<file path="src/rtl/rs_alu_issue.sv">
// rs_alu_issue: reservation station for the ALU pipe.
// Holds renamed ALU ops until both source tags are ready. Captures CDB
// wakeups and issues one op per cycle through a registered issued/data_out
// port. Entries in the mispredict squash window are dropped.
// Optional build macro RS_ALU_AGE_SELECT_EN: when defined, select picks the
// oldest ready entry. When undefined, select picks the lowest-index ready
// entry and no age state exists.

package rs_alu_pkg;
  localparam int RS_PREG_W = 7;

  typedef struct packed {
    logic [RS_PREG_W-1:0] ps1;
    logic [RS_PREG_W-1:0] ps2;
    logic                 ps1_ready;
    logic                 ps2_ready;
    logic [RS_PREG_W-1:0] pd;
    logic [4:0]           rob_index;
    logic [6:0]           Opcode;
    logic [2:0]           func3;
    logic [6:0]           func7;
    logic [31:0]          imm;
  } rs_data;
endpackage

module rs_alu_issue
  import rs_alu_pkg::*;
#(
  parameter int DEPTH  = 8,
  parameter int PREG_W = RS_PREG_W
) (
  input  logic                   clk,
  input  logic                   reset,
  input  logic                   dispatch_valid,
  input  rs_data                 dispatch_data,
  output logic                   rs_full,
  input  logic [1:0]             cdb_valid,
  input  logic [1:0][PREG_W-1:0] cdb_tag,
  input  logic                   fu_alu_ready,
  output logic                   issued,
  output rs_data                 data_out,
  input  logic [4:0]             curr_rob_tag,
  input  logic                   mispredict,
  input  logic [4:0]             mispredict_tag
);
  localparam int IDX_W = $clog2(DEPTH);

  logic [DEPTH-1:0] valid_q, rdy1_q, rdy2_q;
  rs_data           data_q [DEPTH];

  logic [DEPTH-1:0] rdy1_now, rdy2_now, cand, squash, removed;
  logic [IDX_W-1:0] free_idx, sel_idx;
  logic             sel_found, do_dispatch, do_issue, disp_rdy1, disp_rdy2;
  logic [3:0]       squash_start, squash_span;
  rs_data           issue_data;

  // ROB tags only use their low four bits for window arithmetic.
  logic unused_tag_msbs;
  assign unused_tag_msbs = ^{curr_rob_tag[4], mispredict_tag[4]};

  function automatic logic cdb_hit(input logic [1:0]             v,
                                   input logic [1:0][PREG_W-1:0] tags,
                                   input logic [PREG_W-1:0]      tag);
    return (v[0] && (tags[0] == tag)) || (v[1] && (tags[1] == tag));
  endfunction

  assign rs_full     = &valid_q;
  assign do_dispatch = dispatch_valid && !rs_full && !mispredict;
  assign do_issue    = fu_alu_ready && !mispredict && sel_found;
  assign disp_rdy1   = dispatch_data.ps1_ready || cdb_hit(cdb_valid, cdb_tag, dispatch_data.ps1);
  assign disp_rdy2   = dispatch_data.ps2_ready || cdb_hit(cdb_valid, cdb_tag, dispatch_data.ps2);

  // Live readiness (stored bits plus this cycle's CDB), squash window and free slot.
  always_comb begin
    // NOTE: every combinational output gets a default first so no path can infer a latch.
    rdy1_now     = '0;
    rdy2_now     = '0;
    cand         = '0;
    squash       = '0;
    free_idx     = '0;
    squash_start = mispredict_tag[3:0] + 4'd1;
    squash_span  = curr_rob_tag[3:0] - squash_start;
    for (int i = 0; i < DEPTH; i++) begin
      rdy1_now[i] = rdy1_q[i] || cdb_hit(cdb_valid, cdb_tag, data_q[i].ps1);
      rdy2_now[i] = rdy2_q[i] || cdb_hit(cdb_valid, cdb_tag, data_q[i].ps2);
      cand[i]     = valid_q[i] && rdy1_now[i] && rdy2_now[i];
      // Offset from the first squashed tag, modulo 16, must fall inside the span.
      squash[i]   = mispredict && (4'(data_q[i].rob_index[3:0] - squash_start) < squash_span);
    end
    for (int i = DEPTH - 1; i >= 0; i--) begin
      if (!valid_q[i]) free_idx = IDX_W'(i);
    end
  end

`ifdef RS_ALU_AGE_SELECT_EN
  logic [IDX_W-1:0] age_q    [DEPTH];
  logic [IDX_W-1:0] age_next [DEPTH];
  logic [IDX_W-1:0] new_age, best_age;

  // Oldest-ready select: ages are dense, 0 is the oldest valid entry.
  always_comb begin
    sel_found = 1'b0;
    sel_idx   = '0;
    best_age  = '1;
    for (int i = 0; i < DEPTH; i++) begin
      if (cand[i] && (!sel_found || (age_q[i] < best_age))) begin
        sel_found = 1'b1;
        sel_idx   = IDX_W'(i);
        best_age  = age_q[i];
      end
    end
  end

  // Close the gaps left by removed entries; a new op gets the survivor count.
  always_comb begin
    new_age = '0;
    for (int i = 0; i < DEPTH; i++) begin
      age_next[i] = age_q[i];
      for (int j = 0; j < DEPTH; j++) begin
        if (removed[j] && (age_q[j] < age_q[i])) age_next[i] = age_next[i] - IDX_W'(1);
      end
      if (valid_q[i] && !removed[i]) new_age = new_age + IDX_W'(1);
    end
  end

  // Age storage; only meaningful while the entry is valid.
  always_ff @(posedge clk) begin
    for (int i = 0; i < DEPTH; i++) age_q[i] <= age_next[i];
    if (do_dispatch) age_q[free_idx] <= new_age;
  end
`else
  // Lowest-index ready select.
  always_comb begin
    sel_found = 1'b0;
    sel_idx   = '0;
    for (int i = DEPTH - 1; i >= 0; i--) begin
      if (cand[i]) begin
        sel_found = 1'b1;
        sel_idx   = IDX_W'(i);
      end
    end
  end
`endif

  // Entries leaving this cycle, by issue or by squash.
  always_comb begin
    removed = '0;
    for (int i = 0; i < DEPTH; i++) begin
      removed[i] = valid_q[i] && (squash[i] || (do_issue && (sel_idx == IDX_W'(i))));
    end
  end

  // The issued op carries its live ready state, which is set by construction.
  always_comb begin
    issue_data           = data_q[sel_idx];
    issue_data.ps1_ready = rdy1_now[sel_idx];
    issue_data.ps2_ready = rdy2_now[sel_idx];
  end

  // Occupancy and the registered issue port; reset dominates everything else.
  always_ff @(posedge clk) begin
    if (reset) begin
      valid_q  <= '0;
      issued   <= 1'b0;
      data_out <= '0;
    end else begin
      for (int i = 0; i < DEPTH; i++) begin
        if (removed[i]) valid_q[i] <= 1'b0;
      end
      if (do_dispatch) valid_q[free_idx] <= 1'b1;
      issued <= do_issue;
      if (do_issue) data_out <= issue_data;
    end
  end

  // Entry payload and ready bits.
  always_ff @(posedge clk) begin
    // NOTE: the payload array is not reset; valid_q gates every use, so clearing it buys nothing.
    rdy1_q <= rdy1_now;
    rdy2_q <= rdy2_now;
    if (do_dispatch) begin
      data_q[free_idx] <= dispatch_data;
      rdy1_q[free_idx] <= disp_rdy1;
      rdy2_q[free_idx] <= disp_rdy2;
    end
  end

endmodule

</file>
<file path="config.mk">
export PLATFORM = sky130hd
export DESIGN_NAME = rs_alu_issue
export DESIGN_NICKNAME = d
export VERILOG_FILES = /design/src/rtl/rs_alu_issue.sv
export SDC_FILE = /design/constraint.sdc
export NUM_CORES = 1
export LEC_CHECK = 0
export ABC_CLOCK_PERIOD_IN_PS = 33900
export CAP_MARGIN = 30
export CORE_ASPECT_RATIO = 0.6
export CORE_UTILIZATION = 55
export CTS_CLUSTER_DIAMETER = 80
export DETAILED_ROUTE_END_ITERATION = 6
export MAX_ROUTING_LAYER = met4
export PLACE_DENSITY = 0.77
export SYNTH_ARGS = -nofsm -noshare
export SYNTH_HDL_FRONTEND = slang
export SYNTH_SLANG_ARGS = --single-unit
</file>
<file path="constraint.sdc">
create_clock -name clk -period 33.9 [get_ports clk]
set_input_delay 8.475 -clock clk [delete_from_list [all_inputs] [get_ports clk]]
set_output_delay 8.475 -clock clk [all_outputs]
set_load 0.01 [all_outputs]
</file>
==> results.yml <==
yosys:
  ys_seq_elements: 702
  ys_warn_count: 0
  avgSynthCellArea_um2: 14.16
  async_flop_share: 0
  ys_types: 71
  syn_inst: 2187
  ys.flop_type: "edfxtp_1"
  synth_enable_flop_cells: 600
  synth.yosys.seq_area_share: 0.6477
  netlist_area_um2: 30970
  synth_fp_nets: 2356
sta:
  fmax_mhz: 79.67
  skew_ns: 0.02835
  fin_crit_ns: 12.55
  finalCritPeriodShare: 0.3703
  tightestPinTransition_ns: 0.9967
  hold_viol: 0
  tns_ns: 0
  rsz0062_at_grt: "false"
  slew_violations: 0
  timing.hold.ws_ns: 0.4449
  setup-violations-final: 0
  timing.slew.headroom: 0.3355
worst_setup_path:
  slowest_delay_ns: 0.70
  path_class: "input port to register"
  path_max_fanout: 42
  reg2reg_to: "data_out[66]$_SDFFE_PP0P_"
  cp.arrival_ns: 12.98
  cp-start-kind: "input port"
  rrSetupSlack_ns: 29.63
  crit_buf_inv: 3
  worstReg2RegStart: "data_q[0][70]$_DFFE_PP_"
  cp_slowest_cell: "o31a_1"
  worstPathRequired_ns: 34.33
  crit_chain: "clkdlybuf4s50_1 -> buf_4 -> xor2_1 -> nor4_1 -> a41o_1 -> o22ai_1 -> o21a_2 -> buf_4 -> o31a_1 -> nor4b_1 -> nor4b_1 -> o22ai_1"
  r2r_cells: 11
  path_delay_family: "compound AO/OA/AOI/OAI gates"
  endpoint_kind: "register"
outcome:
  status: "finished, final reports clean"
drt:
  detail-route-antenna-nets: 0
  drt_iter0_markers: 2944
  viasPerCell: 6.493
  wl_per_cell_um: 27.11
  wl_um: 85360
  drtPass1Iterations: 6
  num_vias: 20450
  drc: 0
final_layout:
  final_common_cell: "edfxtp_1"
  final_cells: 3149
  area_growth_pct: 14.99
  layout-drive-gt1-share: 0.1121
  mostFrequentLayoutCells: "600 x edfxtp_1, 183 x clkdlybuf4s50_1, 181 x xnor2_1, 129 x nand2_1, 102 x dfxtp_1"
  finalNetCount: 2518
cts:
  clkTransAtPathRegs_ns: 0.07
  cts_inserted_buffers: 60
  root_buffer: "clkbuf_16"
  clockBufferDepth: 3
  postCtsSetupRepairBufs: 0
  clk_latency_ns: 0.62
  cts_tree: "yes"
  clock_sinks: 702
  cts.repair.resized: 0
  cts_max_level: 2
  cts-hold-fix-buffers: 0
hold_path:
  hold_start: "data_q[6][21]$_DFFE_PP_"
  hold_class: "register to register"
  min_to: "data_out[21]$_SDFFE_PP0P_"
  holdPathStages: 2
place:
  dp.cells: 3034
  portBuffers: 184
  globalplace.congestion: 0.9509
  hpwl_um: 49740
floorplanning:
  die_y_um: 185.8
  start_util: 0.5639
  fp.dieArea_um2: 57290
  io_pins: 187
  rows: 66
  die_width_um: 308.3
  core_area_um2: 54920
global_routing:
  grt_use_total: 0.3063
  grt_overflow: 0
  antenna_found_initial: 2
  grt_max_degree: 73
  grt_first_pass_wirelength_um: 126600
  grt_pass1_vias: 20430
pwr:
  combPwrFrac: 0.081
  sequentialPowerShare: 0.526
  power.switching_mw: 0.4058
  netSwitchingFraction: 0.2234
  p_total_mw: 1.816
  cellLeakagePower_nw: 11.33
  peakVddDrop_v: 0.00004012
  pwr-share-clk: 0.393
  powerDensity_nw_per_um2: 51.00
  p_int_mw: 1.410
flow_run:
  maxCapViolations: 0
power by group through the flow:
stage / combinational, mW / clock (mW) / sequential (mW)
2_1_floorplan: 0.0844 / 0 / 0.974
3_5_place_dp: 0.143 / 0 / 0.974
3_3_place_gp: 0.136 / 0 / 0.973
4_1_cts: 0.144 / 0.718 / 0.955
6_report: 0.147 / 0.713 / 0.955
5_1_grt: 0.159 / 0.749 / 0.956
per-layer routing:
layer,vias to the layer above,share of wire,global-route usage
met5,-,0,-
met4,0,0.017,0.06667
met3,129,0.12,0.06797
met2,1291,0.45,0.4586
met1,10200,0.41,0.4303
li1,8825,-,-
worst max-delay path by stage:
stage / from / end / cells past startpoint
floorplan: mispredict / rdy1_q[2]$_DFF_P_ / 4
global placement: cdb_tag[5] / data_out[70]$_SDFFE_PP0P_ / 12
detailed placement: cdb_tag[6] / data_out[66]$_SDFFE_PP0P_ / 13
CTS: cdb_tag[0] / data_out[66]$_SDFFE_PP0P_ / 13
global route: cdb_tag[6] / data_out[66]$_SDFFE_PP0P_ / 13
finish: cdb_tag[3] / data_out[73]$_SDFFE_PP0P_ / 12
worst register-to-register path, delay by kind of cell (launching register included):
kind / cells / cell delay, ns
AND/OR/NAND/NOR: 4 / 1.37
AO/OA/AOI/OAI: 3 / 0.55
buffers and inverters: 3 / 1.59
flip-flops: 1 / 0.46
XOR/XNOR: 1 / 0.18
area by class of cell:
class                           instances  area, um2
Antenna cell                            2      5.005
Inverter                               50      190.2
Clock buffer                           82       1728
Fill cell                            3808      19310
Clock inverter                         30      321.6
Tap cell                              748      935.9
Sequential cell                       702      20060
Timing Repair Buffer                  246       2357
Multi-Input combinational cell       1289      10010
registers in the layout, summed over array words and instances (netlist names):
name      count
valid_q       8
issued        1
rdy1_q        8
rdy2_q        8
data_out     77
data_q      600
kinds of logic after synthesis:
kind of cell,Yosys count,synth area share
AOI/OAI and AO/OA,430,0.1134
xor gates and xnor gates,281,0.07947
adders and majority gates,61,0.02683
buffers and inverters,196,0.03325
DFF,702,0.6477
muxes,2,0.0006465
and+or+nand+nor,515,0.09866
metrics by stage:
| step | area [um2] | worst slack, ns | utilization |
|---|---|---|---|
| floorplan | 30970 | 16.86 | - |
| global placement | 33450 | 20.68 | 0.6091 |
| detailed placement | 33540 | 20.84 | 0.6108 |
| CTS | 35590 | 21.49 | 0.6481 |
| global route | 35610 | 21.16 | 0.6484 |
| finish | 35610 | 21.35 | 0.6484 |
synth_stat cells (23+ instances only):
cell type  number  area share
nand4b_1       32      0.0091
a21oi_1        67       0.011
nand2_1       129       0.016
buf_2          42      0.0068
dfxtp_1       102       0.066
edfxtp_1      600        0.58
o21ai_0        51      0.0082
a221oi_1       24      0.0068
a222oi_1       75       0.024
clkbuf_1       61      0.0074
xor2_1        100       0.028
a31o_2         31      0.0088
nand4_1        74       0.015
o211ai_2       29       0.012
a22oi_1        31      0.0075
inv_1          49      0.0059
nor2_1         54      0.0065
buf_6          23      0.0084
xnor2_1       181       0.051
ha_1           52       0.021
nor3b_1        76       0.018
o21a_1         35      0.0085
nand3_1        37      0.0060
(Power assumes the default switching activity.)
